### src/rtl/avalon_bus_arbiter.sv
// avalon_bus_arbiter
//   N-requester to single-slave Avalon-MM arbiter with zero added latency.
//   In IDLE the winner is picked combinationally and forwarded the same
//   cycle. If the slave stalls, the winner is locked as owner until the
//   slave releases waitrequest or the owner drops its strobes.
//
//   Build option: define ARB_ROUND_ROBIN_EN for round-robin priority
//   (search starts at last_grant+1 and wraps). Otherwise the lowest index
//   wins and no last_grant register exists.
//
// Ports
//   clk, rst_n                      clock, async active-low reset
//   m_read/m_write        [N]       per-requester strobes
//   m_address             [N*AW]    requester i at [i*AW +: AW]
//   m_byte_enable         [N*DW/8]  same packing
//   m_writedata           [N*DW]    same packing
//   m_readdata            [N*DW]    s_readdata broadcast to every lane
//   m_waitrequest         [N]       s_waitrequest for the forwarded lane, else 1
//   s_read/s_write/s_address/s_byte_enable/s_writedata   shared slave request
//   s_readdata, s_waitrequest       shared slave response
//   grant                 [N]       one-hot forwarded requester, 0 if none
//   busy                            high while LOCKED

// Per-requester response/strobe logic.
module avalon_arb_lane #(
  parameter int DW = 32
) (
  input  logic          rd_i,
  input  logic          wr_i,
  input  logic          fwd_i,
  input  logic          s_wait_i,
  input  logic [DW-1:0] s_rdata_i,
  output logic          req_o,
  output logic          m_wait_o,
  output logic [DW-1:0] m_rdata_o
);
  assign req_o     = rd_i | wr_i;
  // A lane that is not forwarded is always stalled, requesting or not.
  assign m_wait_o  = fwd_i ? s_wait_i : 1'b1;
  assign m_rdata_o = s_rdata_i;
endmodule

module avalon_bus_arbiter #(
  parameter int N  = 3,
  parameter int AW = 32,
  parameter int DW = 32
) (
  input  logic              clk,
  input  logic              rst_n,
  input  logic [N-1:0]      m_read,
  input  logic [N-1:0]      m_write,
  input  logic [N*AW-1:0]   m_address,
  input  logic [N*DW/8-1:0] m_byte_enable,
  input  logic [N*DW-1:0]   m_writedata,
  output logic [N*DW-1:0]   m_readdata,
  output logic [N-1:0]      m_waitrequest,
  output logic              s_read,
  output logic              s_write,
  output logic [AW-1:0]     s_address,
  output logic [DW/8-1:0]   s_byte_enable,
  output logic [DW-1:0]     s_writedata,
  input  logic [DW-1:0]     s_readdata,
  input  logic              s_waitrequest,
  output logic [N-1:0]      grant,
  output logic              busy
);
  localparam int IW = (N > 1) ? $clog2(N) : 1;
  localparam int BW = DW / 8;

  typedef enum logic {IDLE = 1'b0, LOCKED = 1'b1} state_e;

  state_e        state_q, state_d;
  logic [IW-1:0] owner_q, owner_d;

  logic [N-1:0]  req;
  logic [N-1:0]  fwd_oh;
  logic [IW-1:0] win_idx;
  logic [IW-1:0] fwd_idx;
  logic          fwd_vld;
  logic          complete;

  logic [AW-1:0] addr_a [N];
  logic [BW-1:0] be_a   [N];
  logic [DW-1:0] wdat_a [N];

  // Lanes: unpack requester buses and build per-lane responses.
  for (genvar i = 0; i < N; i++) begin : g_lane
    assign addr_a[i] = m_address[i*AW +: AW];
    assign be_a[i]   = m_byte_enable[i*BW +: BW];
    assign wdat_a[i] = m_writedata[i*DW +: DW];

    avalon_arb_lane #(.DW(DW)) u_lane (
      .rd_i      (m_read[i]),
      .wr_i      (m_write[i]),
      .fwd_i     (fwd_oh[i]),
      .s_wait_i  (s_waitrequest),
      .s_rdata_i (s_readdata),
      .req_o     (req[i]),
      .m_wait_o  (m_waitrequest[i]),
      .m_rdata_o (m_readdata[i*DW +: DW])
    );
  end

`ifdef ARB_ROUND_ROBIN_EN
  logic [IW-1:0] last_grant_q, last_grant_d;

  // Search from last_grant+1 upward, wrapping at N-1.
  always_comb begin
    logic found;
    int   j;
    found   = 1'b0;
    j       = 0;
    win_idx = '0;
    for (int k = 1; k <= N; k++) begin
      j = (int'(last_grant_q) + k) % N;
      if (!found && req[j]) begin
        win_idx = IW'(j);
        found   = 1'b1;
      end
    end
  end

  // Pointer moves only on a completing cycle.
  always_comb begin
    last_grant_d = last_grant_q;
    if (complete) last_grant_d = fwd_idx;
  end

  always_ff @(posedge clk or negedge rst_n) begin
    if (!rst_n) last_grant_q <= IW'(N - 1);
    else        last_grant_q <= last_grant_d;
  end
`else
  // Fixed priority: lowest index wins.
  always_comb begin
    win_idx = '0;
    for (int i = N - 1; i >= 0; i--) begin
      if (req[i]) win_idx = IW'(i);
    end
  end
`endif

  // What is forwarded this cycle: the fresh winner in IDLE, only the
  // locked owner in LOCKED (nothing if the owner dropped its strobes).
  always_comb begin
    fwd_vld = 1'b0;
    fwd_idx = win_idx;
    if (state_q == IDLE) begin
      fwd_vld = |req;
      fwd_idx = win_idx;
    end else begin
      fwd_vld = req[owner_q];
      fwd_idx = owner_q;
    end
  end

  assign complete = fwd_vld & ~s_waitrequest;

  // Slave-side mux; all zero when nothing is forwarded.
  always_comb begin
    s_read        = 1'b0;
    s_write       = 1'b0;
    s_address     = '0;
    s_byte_enable = '0;
    s_writedata   = '0;
    fwd_oh        = '0;
    if (fwd_vld) begin
      s_read          = m_read[fwd_idx];
      s_write         = m_write[fwd_idx];
      s_address       = addr_a[fwd_idx];
      s_byte_enable   = be_a[fwd_idx];
      s_writedata     = wdat_a[fwd_idx];
      fwd_oh[fwd_idx] = 1'b1;
    end
  end

  assign grant = fwd_oh;
  assign busy  = (state_q == LOCKED);

  // Next-state: lock on a stalled IDLE transfer, release on completion
  // or on the owner abandoning the transfer.
  always_comb begin
    state_d = state_q;
    owner_d = owner_q;
    case (state_q)
      IDLE: begin
        if (fwd_vld && s_waitrequest) begin
          state_d = LOCKED;
          owner_d = win_idx;
        end
      end
      LOCKED: begin
        if (!fwd_vld || !s_waitrequest) state_d = IDLE;
      end
      default: state_d = IDLE;
    endcase
  end

  always_ff @(posedge clk or negedge rst_n) begin
    if (!rst_n) begin
      state_q <= IDLE;
      owner_q <= '0;
    end else begin
      state_q <= state_d;
      owner_q <= owner_d;
    end
  end

endmodule

### config.mk
export PLATFORM = sky130hd
export DESIGN_NAME = avalon_bus_arbiter
export DESIGN_NICKNAME = d
export VERILOG_FILES = /design/src/rtl/avalon_bus_arbiter.sv
export SDC_FILE = /design/constraint.sdc
export NUM_CORES = 1
export LEC_CHECK = 0
export ABC_CLOCK_PERIOD_IN_PS = 2700
export CELL_PAD_IN_SITES_DETAIL_PLACEMENT = 2
export CELL_PAD_IN_SITES_GLOBAL_PLACEMENT = 2
export CORE_ASPECT_RATIO = 2
export CORE_MARGIN = 2
export CORE_UTILIZATION = 10
export CTS_CLUSTER_SIZE = 30
export DETAILED_ROUTE_END_ITERATION = 10
export GPL_TIMING_DRIVEN = 0
export PLACE_DENSITY_LB_ADDON = 0.1
export SYNTH_ARGS = -nofsm -noshare
export SYNTH_HDL_FRONTEND = slang
export SYNTH_SLANG_ARGS = --single-unit
### constraint.sdc
create_clock -name clk -period 2.7 [get_ports clk]
set_input_delay 0.54 -clock clk [delete_from_list [all_inputs] [get_ports clk]]
set_output_delay 0.54 -clock clk [all_outputs]
set_load 0.02 [all_outputs]
# --- Word-level counts from Yosys, hierarchy flattened ---
# Index checks and enable logic that the tools add are counted.
totals:
  word_cells: 52
  out_inout_bits: 173
  input_bits: 245
  ff_bits: 3
op_classes:
  n_lt_le_gt_ge: 4
  n_bitwise: 5
  n_mux: 34
  reduce_logical: 7
ops:
  columns: ["operator", "count"]
  rows:
  - ["$mux W32", 6]
  - ["$bmux W32 S2", 2]
  - ["$mux W1", 12]
  - ["$mux W4", 3]
  - ["$bmux W4 S2", 1]
  - ["$mux W2", 4]
  - ["$bmux W1 S2", 3]
  - ["$lt A2 B3 Y1 const B", 2]
  - ["$ge A3 B3 Y1 const B", 1]
  - ["$mux W3", 1]
  - ["$not A2 Y3", 1]
  - ["$or A1 B1 Y1", 3]
  - ["$reduce_or A3 Y1", 1]
  - ["$demux W1 S2", 1]
  - ["$ge A2 B1 Y1 const B", 1]
  - ["$logic_and A1 B1 Y1", 2]
  - ["$logic_not A1 Y1", 2]
  - ["$pmux W1 S2", 1]
  - ["$reduce_and A2 Y1", 1]
  - ["$logic_or A1 B1 Y1", 1]
  - ["$not A1 Y1", 1]

# --- Longest topological paths before layout ---
# Gate-level depths: netlist (run 1).
depth:
  ltp_word: 11
  depth_mapped: 8
  depth_no_buf: 4

# --- Hierarchy ---
# From an unflattened synthesis (run 1), not the netlist that was laid out.
hier_totals:
  hier_cells: 306
  area_unflattened_um2: 2125.8
by_module_without_submodules:
  columns: ["mod", "n_inst", "cells_per_inst", "seq_area_each_um2", "area_per_inst_um2"]
  rows:
  - ["avalon_bus_arbiter", 1, 204, 75.1, 1367.6]
  - ["avalon_arb_lane", 3, 34, 0.0, 252.7]

# --- Least setup slack after synthesis (run 1) ---
# OpenSTA, ideal clock, no wires.
synth_timing:
  kind: "input to output"
  start: "in m_write[1]"
  end: "out s_address[14]"
  stages: 6
  setup_slack_ps: -45
  arrival_time_ps: 2205
  cell_sequence: "or4_1 > o21ai_1 > buf_4 > buf_4 > nand2_1 > a211oi_1"
synth_between:
  elab_chain_cells: 9
  word_cells_on_any_way: 13
  cone_classes: "10 x mux; 2 x bitwise; 1 x reduce/logical"
synth_rtl:
  columns: ["element", "line_no", "rtl"]
  rows:
  - ["start: declaration", "51", "input logic [N-1:0] m_write,"]
  - ["$or A1 B1 Y1 *", "37", "assign req_o = rd_i | wr_i;"]
  - ["$mux W2 (2 in series)", "138", "if (req[i]) win_idx = IW'(i);"]
  - ["$mux W2", "148", "if (state_q == IDLE) begin"]
  - ["$not A2 Y3 (implied by the code)", "170", "s_address = addr_a[fwd_idx];"]
  - ["$bmux W32 S2", "170", null]
  - ["$mux W32 (implied by the code) (2 in series)", "170", null]
  - ["$mux W32 *", "167", "if (fwd_vld) begin"]
  - ["end: declaration", "59", "output logic [AW-1:0] s_address,"]
# Every way passes the cells marked *; elsewhere a longest branch is shown, timed or not. The select of a mux whose other input is x is not followed.

# --- Final worst setup path (run 1) ---
layout_timing:
  start: "in m_write[0]"
  end: "out s_address[29]"
layout_between:
  elab_chain_cells: 8
  word_cells_on_any_way: 12
  cone_classes: "9 x mux; 2 x bitwise; 1 x reduce/logical"
layout_rtl:
  columns: ["element", "line_no"]
  rows:
  - ["$or A1 B1 Y1 *", "37"]
  - ["$mux W2", "138"]
  - ["$mux W2", "148"]
  - ["$not A2 Y3 (implied by the code)", "170"]
  - ["$bmux W32 S2", "170"]
  - ["$mux W32 (implied by the code) (2 in series)", "170"]
  - ["$mux W32 *", "167"]
# Marks and branches as above.

==> metrics.md, run 1 <==
| Metric | Value |
|---|---|
| GR Util met3 | `3.851%` |
| Initial antenna violation count | `6` |
| Area growth, synth to finish | `214.7%` |
| Die X | `124.8 µm` |
| Met1 usage | `14.31%` |
| Slew margin rel. | `between 60% and 70%` |
| Cell Area, Placed | `roughly 7400 µm²` |
| Cell count after synthesis | `between 400 and 500` |
| Post-synth cell types | `29` |
| Sequential-to-total area share from yosys stat | `2.574%` |
| Net Switching | `1.552 mW` |
| Crit end category | `output pin` |
| Cells along the critical path | `buf_8 > or4_4 > o21ai_4 > buf_12 > buf_12 > nand2_4 > a211oi_2 > buf_4` |
| Max Slew Vio Count | `0` |
| Clk buf depth | `2` |
| Peak VDD IR | `between 0.1 and 0.15 mV` |
| Clk Latency, worst-skew pair | `~0.22 ns` |
| CP top delay family | `buffers and inverters` |
| Largest net degree at the start of global routing | `11` |
| Final worst path period share | `104.6%` |
| CTS tree | `done` |
| Fin crit period | `2.823 ns` |
| Commonest non-fill, non-tap cell in the layout | `clkdlybuf4s50_1` |
| DP Cell Count | `roughly 1200` |
| YS warnings | `0` |
| Worst hold path class | `in2async` |
| Iter 0 DRT Violations | `78` |
| Status | `finished, violations left` |
| Fin. Hold Viols | `0` |
| Actual slew at the worst max-slew pin | `0.5060 ns` |
| Final Cell Area | `just over 9000 µm²` |
| Routed WL per cell | `22.77 µm` |
| Final HPWL from detailed placement | `22770 µm` |
| IO Pins | `418` |
| Maxcap violations | `0` |
| CTS Buf Count | `3` |
| Critical path launch point type | `input pin` |
| Global-route wire length before repair | `41090 µm` |
| Required @ worst endpoint | `between 2 and 2.5 ns` |
| Placer congestion estimate | `0.7911` |
| Vias in the first global route | `roughly 6500` |
| Kind of critical path | `in2out` |
| Power Density | `367.4 nW/µm²` |
| Setup repair after global routing missed its margin | `yes` |
| Worst path slowest cell | `or4_4` |
| Worst path bufs/invs | `4` |
| ANT nets after route | `0` |
| Logic pwr share | `91.0%` |
| Layout cells sized above 1 | `50.73%` |
| # clock sinks | `3` |
| Total track usage | `roughly 17%` |
| Clock share of power | `7.0%` |
| # nets final | `1137` |
| Sw Ratio | `46.02%` |
| Sequential power share | `2.1%` |
| Most frequent cells in the layout | `303 x clkdlybuf4s50_1, 185 x buf_4, 63 x a211oi_2` |
| Core Box Area | `28740 µm²` |
| PortBufs | `385` |
| Layout Skew | `0.0002356 ns` |
| Synthesized flop and latch total | `3` |
| Global route overflow | `0` |
| Cell internal pwr | `about 1.8 mW` |
| Power, Total | `approximately 3.4 mW` |
| Syn Std Cell Area | `2917 µm²` |
| Post-Route Utilization | `31.94%` |
| CTS Root Cell | `clkbuf_16` |
| Starting Density | `10.15%` |
| CP max FO | `8` |
| DIE HEIGHT | `245.5 µm` |
| Hold_buf cts | `0` |
| DRC | `0` |
| Via density per instance | `between 4 and 5` |
| Fin cells | `roughly 1300` |
| Final setup viols | `71` |
| Via count | `5442` |
| DRT Pass-1 Iters | `4` |
| Setup ws final | `-0.1235 ns` |
| Most common cell on crit path | `buf_12` |
| Mean Syn Cell Area | `6.299 µm²` |
| Die ar. | `30630 µm²` |
| Max Fclk | `0.3542 GHz` |
| Total Routed Length | `28650 µm` |
| Row count | `88` |
| H-tree lvl count | `1` |
| Met2 Usage GRT | `39.41%` |
| Critical path data arrival time | `2.28 ns` |
| Clock-pin slew on the worst setup and hold paths | `0.03 ns` |
| Leakage | `between 3 and 4 nW` |
| Syn Nets | `708` |
| Critical Path Max Stage Delay | `0.55 ns` |
| Failing checks | `negative setup slack` |
| Most crowded layer after global routing | `met2` |
power groups by stage:
stage	logic, mW	registers (mW)	clock network, mW
2_1_floorplan	1.21	0.0593	0
3_3_place_gp	2.47	0.0598	0
3_5_place_dp	2.51	0.0606	0
4_1_cts	3.03	0.0677	0.241
5_1_grt	3.24	0.0711	0.247
6_report	3.07	0.0694	0.236
per-layer routing:
metal / vias up / routed length [µm]
li1: 2503 / -
met1: 2649 / 8107
met2: 272 / 18180
met3: 18 / 1896
met4: 0 / 471
met5: - / 0
Yosys cell counts:
| cell | n | area share [%] |
|---|---|---|
| buf_6 | 1 | 0.39 |
| o31ai_1 | 1 | 0.26 |
| nor3_1 | 2 | 0.34 |
| dfrtp_1 | 3 | 2.6 |
| nor2_1 | 4 | 0.51 |
| o21bai_1 | 2 | 0.51 |
| nor3b_1 | 1 | 0.26 |
| o21ai_0 | 3 | 0.51 |
| nand2_1 | 71 | 9.1 |
| a211oi_1 | 68 | 18 |
| a21oi_1 | 69 | 12 |
| a32oi_1 | 1 | 0.30 |
| o21ai_1 | 1 | 0.17 |
| nand2b_1 | 1 | 0.21 |
| or4_1 | 4 | 1.0 |
| inv_1 | 1 | 0.13 |
| clkbuf_1 | 26 | 3.3 |
| o32ai_1 | 2 | 0.60 |
| nor4_1 | 2 | 0.43 |
| or2_1 | 1 | 0.21 |
| o21a_1 | 1 | 0.26 |
| buf_2 | 13 | 2.2 |
| buf_4 | 108 | 28 |
| nand3_1 | 2 | 0.34 |
| and3_1 | 1 | 0.21 |
| a22oi_1 | 70 | 18 |
| o22a_1 | 1 | 0.30 |
| buf_1 | 2 | 0.26 |
| o31a_1 | 1 | 0.30 |
worst paths after layout:
path,from,to,slack [ns],cells past startpoint
max,m_write[0],s_address[29],-0.12,8
min,rst_n,busy,0.50,1
max reg2reg,owner_q[0],busy,1.41,4
min reg2reg,owner_q[1],owner_q[1],0.62,1
max in group asynchronous,rst_n,owner_q[1],2.04,1
min in group clk,owner_q[1],owner_q[1],0.62,1
metrics by stage:
step                TNS (ns)  worst slack, ns  hold WS [ns]
finish                -4.383          -0.1235        0.5034
global placement     -114.48           -1.795        0.6020
floorplan                  0          0.01854        0.2444
CTS                   -7.007          -0.1701        0.5043
global route          -9.411          -0.1759        0.5105
detailed placement   -119.22           -1.861        0.5963
registers in the layout (all words and copies together), names as in the netlist:
name	count
busy	1
owner_q	2
area by class of cell:
cell class / count / area (µm²)
plain buffers: 143 / 1404
multi-input cells: 309 / 2765
fillers: 3218 / 19560
repair buffers: 431 / 4382
clock buffers: 4 / 78.83
diodes: 7 / 17.52
inverters: 1 / 3.754
flip-flops and latches: 3 / 77.57
well taps: 360 / 450.4
cell families after synthesis:
kind of cell    count (synthesis)  synth area share (%)
buf+inv                       151                 34.15
flops                           3                 2.574
simple gates                   89                 12.70
compound gates                220                 50.58
timing repair:
action | CTS | global route
buffers inserted | 31 | 7
endpoints found under the setup margin | 76 | 76
pin swaps | 55 | 24
resized for setup | 693 | 92
gates cloned | 14 | 0
Note: power is estimated with default switching activity, not from simulation.
==> run 2, diff against run 1 <==
Settings changed: ABC_CLOCK_PERIOD_IN_PS 2700 to unset.
==> results of run 2 <==
Same layout as run 1: the final DEF is identical, and so are final timing and power.
==> run 3, diff against run 2 <==
Settings changed: SKIP_LAST_GASP set to 1.
==> metrics.md, run 3 (synthesis results as in run 1) <==
| Metric | Value |
|---|---|
| Fin crit period | `2.821 ns` |
| Routed WL per cell | `about 23 µm` |
| DRT Pass-1 Iters | `4` |
| Row count | `88` |
| Hold_buf cts | `0` |
| Crit end category | `output pin` |
| Layout Skew | `roughly 0.00009 ns` |
| Initial antenna violation count | `6` |
| Iter 0 DRT Violations | `102` |
| Placer congestion estimate | `0.7911` |
| Setup repair after global routing missed its margin | `yes` |
| Layout cells sized above 1 | `48.10%` |
| Largest register FFs | `2` |
| Max Slew Vio Count | `0` |
| CTS Root Cell | `clkbuf_16` |
| Maxcap violations | `0` |
| CTS tree | `done` |
| Sequential power share | `2.0%` |
| Worst hold path class | `in2async` |
| Fill cell count | `3218` |
| Leakage | `3.719 nW` |
| Multi-input combinational cell area | `about 2700 µm²` |
| Reg-to-reg startpoint | `busy` |
| Fin. Hold Viols | `0` |
| CP max FO | `8` |
| Flop2flop setup slack | `1.44 ns` |
| IO Pins | `418` |
| Die X | `124.8 µm` |
| Crit path launch | `m_write[0]` |
| Power Density | `~370 nW/µm²` |
| Clock share of power | `7.1%` |
| Fin cells | `1261` |
| Global route overflow | `0` |
| Setup ws final | `-0.1213 ns` |
| Core Box Area | `roughly 29000 µm²` |
| Max Fclk | `0.3544 GHz` |
| Critical Path Max Stage Delay | `around 0.56 ns` |
| Starting Density | `about 10%` |
| Actual slew at the worst max-slew pin | `0.7943 ns` |
| RR Endpoint | `busy` |
| R2R depth | `4` |
| H-tree lvl count | `1` |
| Critical path launch point type | `input pin` |
| Total track usage | `17.39%` |
| Power, Total | `~3.3 mW` |
| Critical Path End | `s_address[29]` |
| Most frequent cells in the layout | `303 x clkdlybuf4s50_1, 189 x buf_4, 62 x a211oi_2` |
| Via count | `5448` |
| Sw Ratio | `46.04%` |
| Clk buf depth | `2` |
| Final worst path period share | `104.5%` |
| Kind of critical path | `in2out` |
| Biggest register | `owner_q` |
| Critical path data arrival time | `2.28 ns` |
| DP Cell Count | `about 1200` |
| Area growth, synth to finish | `211.4%` |
| Logic pwr share | `90.9%` |
| Vias in the first global route | `6515` |
| Commonest non-fill, non-tap cell in the layout | `clkdlybuf4s50_1` |
| ANT nets after route | `0` |
| PortBufs | `385` |
| Final setup viols | `73` |
| # nets final | `1140` |
| Peak VDD IR | `roughly 0.13 mV` |
| Clock-pin slew on the worst setup and hold paths | `0.03 ns` |
| Most common cell on crit path | `buf_12` |
| Cell internal pwr | `1.797 mW` |
| Required @ worst endpoint | `2.16 ns` |
| Via density per instance | `between 4 and 5` |
| # clock sinks | `3` |
| Clk Latency, worst-skew pair | `0.22 ns` |
| Final HPWL from detailed placement | `22770 µm` |
| Global-route wire length before repair | `40950 µm` |
| Status | `finished, violations left` |
| CTS Buf Count | `3` |
| Worst path slowest cell | `or4_4` |
| Die ar. | `30630 µm²` |
| DRC | `0` |
| Total Routed Length | `between 20000 and 30000 µm` |
| Cells along the critical path | `buf_8 > or4_4 > o21ai_4 > buf_12 > buf_12 > nand2_4 > a211oi_2 > buf_4` |
| Reg area | `76.32 µm²` |
| DIE HEIGHT | `245.5 µm` |
| Failing checks | `negative setup slack` |
| Sum Neg Setup Slack | `-4.962 ns` |
| Net Switching | `1.533 mW` |
| Slew margin rel. | `46.59%` |
| Largest net degree at the start of global routing | `11` |
run 3: worst min-delay path by stage:
stage	cells after the start	slack, ns	endpoint	from
2_1_floorplan	0	0.24	busy	rst_n
3_3_place_gp	2	0.60	owner_q[0]	owner_q[0]
3_5_place_dp	2	0.60	owner_q[0]	owner_q[0]
4_1_cts	1	0.50	owner_q[1]	rst_n
5_1_grt	1	0.51	owner_q[0]	rst_n
6_report	1	0.51	owner_q[1]	rst_n
run 3: area by class of cell:
class,count,share of cell area [%]
clock buffer,4,0.8680
sequential,3,0.8405
antenna,7,0.1929
tap,360,4.960
multi-input combinational,309,29.68
buffer,143,15.21
inverter,1,0.04133
timing repair buffer,434,48.21
run 3: repair_timing:
item,4_1_cts,5_1_grt
pin swaps,49,35
setup endpoints to repair,76,76
setup buffers,31,10
cloned,14,0
gates resized for setup,662,95
run 3: power groups by stage:
| stage | logic (mW) | clock network (mW) | registers (mW) |
|---|---|---|---|
| 2_1_floorplan | 1.21 | 0 | 0.0593 |
| 3_3_place_gp | 2.47 | 0 | 0.0598 |
| 3_5_place_dp | 2.51 | 0 | 0.0606 |
| 4_1_cts | 2.99 | 0.241 | 0.0664 |
| 5_1_grt | 3.20 | 0.247 | 0.0695 |
| 6_report | 3.03 | 0.236 | 0.0679 |
run 3: metal layers:
layer / wire length (µm) / global-route usage, %
met1: 8183 / 14.25
met2: 17910 / 39.34
met5: 0 / 0
met3: 1883 / 3.873
met4: 577 / 4.230
run 3: worst max-delay path, delay by kind of cell:
kind            cells  cell delay [ns]
compound gates      2             0.48
simple gates        2             0.61
buf+inv             4             0.62
run 3: stage by stage:
stage	setup WS, ns	area, µm²	hold slack [ns]	util, %
after global placement	-1.795	7421	0.6020	25.82
after CTS	-0.1701	8812	0.5041	30.66
after global routing	-0.1997	9079	0.5110	31.59
after detailed placement	-1.861	7421	0.5963	25.82
final	-0.1213	9081	0.5051	31.60
after floorplan	0.01854	3117	0.2444	-
